### src/rtl/kernel_top_x_fifo_if.sv
// rtl/kernel_top_x_fifo_if.sv - stream handshake bundle between upstream, fifo and delay buffer
interface kernel_top_x_fifo_if #(
  parameter int STREAMW = 32,
  parameter int DEPTH   = 4
);
  localparam int CW = $clog2(DEPTH) + 1;

  logic               ivalid_in1;
  logic [STREAMW-1:0] in1;
  logic               iready;
  logic               ovalid_out1;
  logic [STREAMW-1:0] out1;
  logic               oready_out1;
  logic [CW-1:0]      count;

  // fifo side
  modport slave (
    input  ivalid_in1, in1, oready_out1,
    output iready, ovalid_out1, out1, count
  );

  // upstream/downstream environment side
  modport master (
    output ivalid_in1, in1, oready_out1,
    input  iready, ovalid_out1, out1, count
  );
endinterface

### src/rtl/kernel_top_x_fifo.sv
// rtl/kernel_top_x_fifo.sv - first-word-fall-through fifo feeding the latency-matching delay buffer
module kernel_top_x_fifo #(
  parameter int STREAMW = 32,
  parameter int DEPTH   = 4
) (
  input  logic                clk,
  input  logic                rst,
  kernel_top_x_fifo_if.slave  s
);
  localparam int AW = (DEPTH > 1) ? $clog2(DEPTH) : 1;
  localparam int CW = AW + 1;
  localparam logic [CW-1:0] FULL_CNT = CW'(DEPTH);

  logic [STREAMW-1:0] mem_q [DEPTH];
  logic [STREAMW-1:0] mem_d [DEPTH];
  logic [AW-1:0]      wr_ptr_q, wr_ptr_d;
  logic [AW-1:0]      rd_ptr_q, rd_ptr_d;
  logic [CW-1:0]      count_q, count_d;

  logic iready;
  logic ovalid;
  logic push;
  logic pop;

  // iready looks only at stored count, so a pop on a full edge never frees a slot that same edge
  always_comb begin
    iready = rst && (count_q != FULL_CNT);
    ovalid = (count_q != '0);
    push   = s.ivalid_in1 && iready;
    pop    = ovalid && s.oready_out1;
  end

  always_comb begin
    mem_d    = mem_q;
    wr_ptr_d = wr_ptr_q;
    rd_ptr_d = rd_ptr_q;
    count_d  = count_q;

    if (push) begin
      mem_d[wr_ptr_q] = s.in1;
      wr_ptr_d        = wr_ptr_q + AW'(1);
    end
    if (pop) begin
      rd_ptr_d = rd_ptr_q + AW'(1);
    end

    case ({push, pop})
      2'b10:   count_d = count_q + CW'(1);
      2'b01:   count_d = count_q - CW'(1);
      default: count_d = count_q;
    endcase
  end

  // storage is cleared too so out1 reads zero while empty after reset
  always_ff @(posedge clk) begin
    if (!rst) begin
      for (int i = 0; i < DEPTH; i++) begin
        mem_q[i] <= '0;
      end
      wr_ptr_q <= '0;
      rd_ptr_q <= '0;
      count_q  <= '0;
    end else begin
      mem_q    <= mem_d;
      wr_ptr_q <= wr_ptr_d;
      rd_ptr_q <= rd_ptr_d;
      count_q  <= count_d;
    end
  end

  assign s.iready      = iready;
  assign s.ovalid_out1 = ovalid;
  assign s.out1        = mem_q[rd_ptr_q];
  assign s.count       = count_q;
endmodule

### src/flat_wrapper.sv
// flat-port wrapper written by rule: the top's interface ports become plain ports
module kernel_top_x_fifo_flat 
#(
  parameter int STREAMW = 32,
  parameter int DEPTH   = 4
)
  (clk, rst, s_ivalid_in1, s_in1, s_oready_out1, s_iready, s_ovalid_out1, s_out1, s_count);
  kernel_top_x_fifo_if #(.STREAMW(STREAMW), .DEPTH(DEPTH)) s_i ();
  input  logic clk;
  input  logic rst;
  input wire logic [$bits(s_i.ivalid_in1)-1:0] s_ivalid_in1;
  input wire logic [$bits(s_i.in1)-1:0] s_in1;
  input wire logic [$bits(s_i.oready_out1)-1:0] s_oready_out1;
  output wire logic [$bits(s_i.iready)-1:0] s_iready;
  output wire logic [$bits(s_i.ovalid_out1)-1:0] s_ovalid_out1;
  output wire logic [$bits(s_i.out1)-1:0] s_out1;
  output wire logic [$bits(s_i.count)-1:0] s_count;
  assign s_i.ivalid_in1 = s_ivalid_in1;
  assign s_i.in1 = s_in1;
  assign s_i.oready_out1 = s_oready_out1;
  assign s_iready = s_i.iready;
  assign s_ovalid_out1 = s_i.ovalid_out1;
  assign s_out1 = s_i.out1;
  assign s_count = s_i.count;
  kernel_top_x_fifo #(.STREAMW(STREAMW), .DEPTH(DEPTH)) u_core (.clk(clk), .rst(rst), .s(s_i));
endmodule
### config.mk
export PLATFORM = sky130hd
export DESIGN_NAME = kernel_top_x_fifo_flat
export DESIGN_NICKNAME = d
export VERILOG_FILES = /design/src/rtl/kernel_top_x_fifo_if.sv /design/src/rtl/kernel_top_x_fifo.sv /design/src/flat_wrapper.sv
export SDC_FILE = /design/constraint.sdc
export NUM_CORES = 1
export LEC_CHECK = 0
export ABC_AREA = 1
export CORE_UTILIZATION = 59
export DETAILED_ROUTE_END_ITERATION = 10
export GPL_ROUTABILITY_DRIVEN = 0
export GPL_TIMING_DRIVEN = 1
export PLACE_DENSITY = 0.83
export SYNTH_ARGS = -nofsm -noshare
export SYNTH_HDL_FRONTEND = slang
export SYNTH_SLANG_ARGS = --single-unit
### constraint.sdc
create_clock -name clk -period 3.7 [get_ports clk]
set_input_delay 0.37 -clock clk [delete_from_list [all_inputs] [get_ports clk]]
set_output_delay 0.37 -clock clk [all_outputs]
set_load 0.005 [all_outputs]
==> metrics.md <==
| Metric | Value |
|---|---|
| Die Area | between 10000 and 15000 sq um |
| CP Class | flop to output port |
| Buffers added on ports | just over 70 |
| RSZ-0062 raised after global routing | no |
| Proportion of layout cells with a drive suffix above 1 | 4.37% |
| Distinct cells, synth | 18 |
| IO Pins | 73 |
| Leakage | about 4 nW |
| Post-synthesis instance area | around 6600 sq um |
| Synth top area cells | dfxtp_1 (41%), nand2_1 (17%), nor2_1 (15%), inv_1 (8.0%), a21oi_1 (7.7%) |
| Global route overflow | 0 |
| Nets | between 1000 and 1500 |
| Gate count of the mapped netlist | between 1000 and 1500 |
| Critical Path Source Type | flop |
| Post-synth top area cell | dfxtp_1 |
| Yosys reg bits | 135 |
| Worst hold endpoint | u_core.mem_q[125] |
| Status | completed |
| Worst slew margin | approximately two fifths |
| CP Capture Type | output port |
| Worst r2r src | u_core.s.count[0] |
| CTS Buffer Depth | 2 |
| Cts hold-fix bufs | 0 |
| Post-DP HPWL | 8300 um |
| Synth-to-layout area growth | 18.9% |
| DRT Pass-1 Iters | 5 |
| Setup TNS | 0 ns |
| Worst skew pair latency | between 0.5 and 0.6 ns |
| Vias | about 6100 |
| Non-Filler Instances | approximately 1200 |
| Site Rows | 38 |
| Final setup fails | 0 |
| Syn Nets | around 1100 |
| GR Util met2 | 46.2% |
| Clock skew | 0.00931 ns |
| Hold Crit Start | rst |
| Clk sinks | 135 |
| Antenna diode count | 0 |
| Fill count | 918 |
| Syn Area/Cell | 6.28 sq um |
| Setup slack at placement | 1.13 ns |
| Critical path required time | roughly 3.3 ns |
| Worst-path maximum fanout | 40 |
| Core box area | 10800 sq um |
| Core Util, Final | roughly 70% |
| Synth top area share | between 40 and 50% |
| Worst vdd ir | 375 uV |
| R2R depth | 10 |
| Reg-to-reg setup timing slack | approximately 1.7 ns |
| Max-Cap Viols | 0 |
| Clock transition at path regs | approximately 0.060 ns |
| Width of the chip | between 100 and 150 um |
| Worst slew pin tran | between 0.9 and 1 ns |
| Post-CTS setup buffers | 0 |
| Final antenna-violating net count | 0 |
| Vert. Die Dim | approximately 110 um |
| Most common cell after layout, fill and taps aside | nand2_1 |
| Data arrival, critical path | 2.78 ns |
| Pins Over Slew Limit | 0 |
| Sequential area share after synthesis | 41.1% |
| Met3 Use GR | under 10% |
| Crit path time final | approximately 3.1 ns |
| Final Hold Violating Endpoints | 0 |
| Met1 Use GR | about a third |
| Number of remaining DRC errors | 0 |
| Initial Util | slightly above 60% |
| Avg Vias per Cell | 4.94 |
| Pwr/cell area | 567 nW/um^2 |
| Routed length per instance | between 10 and 15 um |
| Hold Crit Class | input pin to flop |
| 1st-iter DRT viols | 446 |
| Most frequent cells in the layout | nand2_1 (296), nor2_1 (257), inv_1 (139) |
| Initial antenna violation count | 0 |
| WHS Path Cells | 3 |
| Placed insts | roughly 1200 |
| Total track usage | between 20% and 30% |
| Fin crit share | a little under nine tenths |
| Fmax | 318 MHz |
| Root buf cell | clkbuf_8 |
| Vias in the first global route | 5502 |
| Final wirelength | roughly 15000 um |
| Setup slack after layout | between 0.5 and 0.6 ns |
| PostCTS Resize Cnt | 0 |
| Reg2Reg Capture Point | u_core.s.count[2] |
| H-tree Lvls | 4 |
| Global-route wire length before repair | 24800 um |
| CTS tree | built |
| Ys Warns | 0 |
| TritonCTS Buffers | 17 |
| Top Usage Layer GRT | met2 |
| Largest net degree at the start of global routing | 65 |
## flip-flops by register name, indices dropped and copies added, names as in the netlist
| register | cells |
|---|---|
| u_core.s.count | 3 |
| u_core.rd_ptr_q | 2 |
| u_core.wr_ptr_q | 2 |
| u_core.mem_q | 128 |
## synth_stat cells
cell type	instances
nand2_1	296
nor2_1	257
inv_1	140
dfxtp_1	135
a21oi_1	101
o21ai_0	36
buf_4	27
buf_2	15
clkbuf_1	15
nand3_1	6
buf_1	5
ha_1	5
nand4_4	4
a21oi_2	1
fa_1	1
inv_2	1
nand2_4	1
nor2_2	1
## logic make-up after synthesis
| group | share of synthesized area (%) |
|---|---|
| buf+inv | 13.4 |
| flops | 41.1 |
| simple gates | 33.6 |
| fa+ha+maj | 1.26 |
| compound gates | 10.6 |
## power by group
group	switching (mW)	total (mW)	internal [mW]
sequential	0.0554	1.61	1.55
clock	0.622	1.73	1.11
combinational	0.621	1.09	0.471
total	1.30	4.43	3.14
## through the flow
step                hold WS (ns)  area [sq um]  power [mW]
global route               0.285          7820        4.66
floorplan                  0.477          6570        2.27
finish                     0.292          7820        4.43
global placement           0.494          7200        2.70
CTS                        0.276          7820        4.45
detailed placement         0.499          7200        2.72
## cell type report
class | count | area, sq um | share of cell area (%)
timing repair buffer | 81 | 811 | 10.4
inverter | 141 | 529 | 6.77
clock buffer | 20 | 435 | 5.57
sequential | 135 | 2700 | 34.6
multi-input combinational | 709 | 2990 | 38.2
tap | 140 | 175 | 2.24
clock inverter | 12 | 176 | 2.26
## worst max-delay path by stage
stage                         to  depth (start not counted)  slack [ns]          startpoint
6_report              s_out1[30]                          6        0.55  u_core.rd_ptr_q[1]
3_3_place_gp          s_out1[30]                          6        1.17  u_core.rd_ptr_q[1]
2_1_floorplan  u_core.s.count[2]                         10        1.87                 rst
5_1_grt               s_out1[30]                          6        0.37  u_core.rd_ptr_q[1]
3_5_place_dp          s_out1[31]                          6        1.13  u_core.rd_ptr_q[1]
4_1_cts               s_out1[31]                          6        0.56  u_core.rd_ptr_q[1]
## per-layer routing
| metal | wire (um) | share of wire, % | vias to the layer above |
|---|---|---|---|
| li1 | - | - | 3198 |
| met1 | 6830 | 46 | 2739 |
| met2 | 6970 | 47 | 170 |
| met3 | 825 | 5.6 | 14 |
| met4 | 142 | 0.96 | 0 |
| met5 | 0 | 0 | - |
## worst max-delay path, stage by stage (launching register included)
cell             delay, ns
dfxtp_1               0.32
clkinv_1              0.59
buf_12                0.44
o21ai_0               0.09
a21oi_1               0.06
a21oi_1               0.21
clkdlybuf4s50_1       0.54
(Power assumes the default switching activity.)
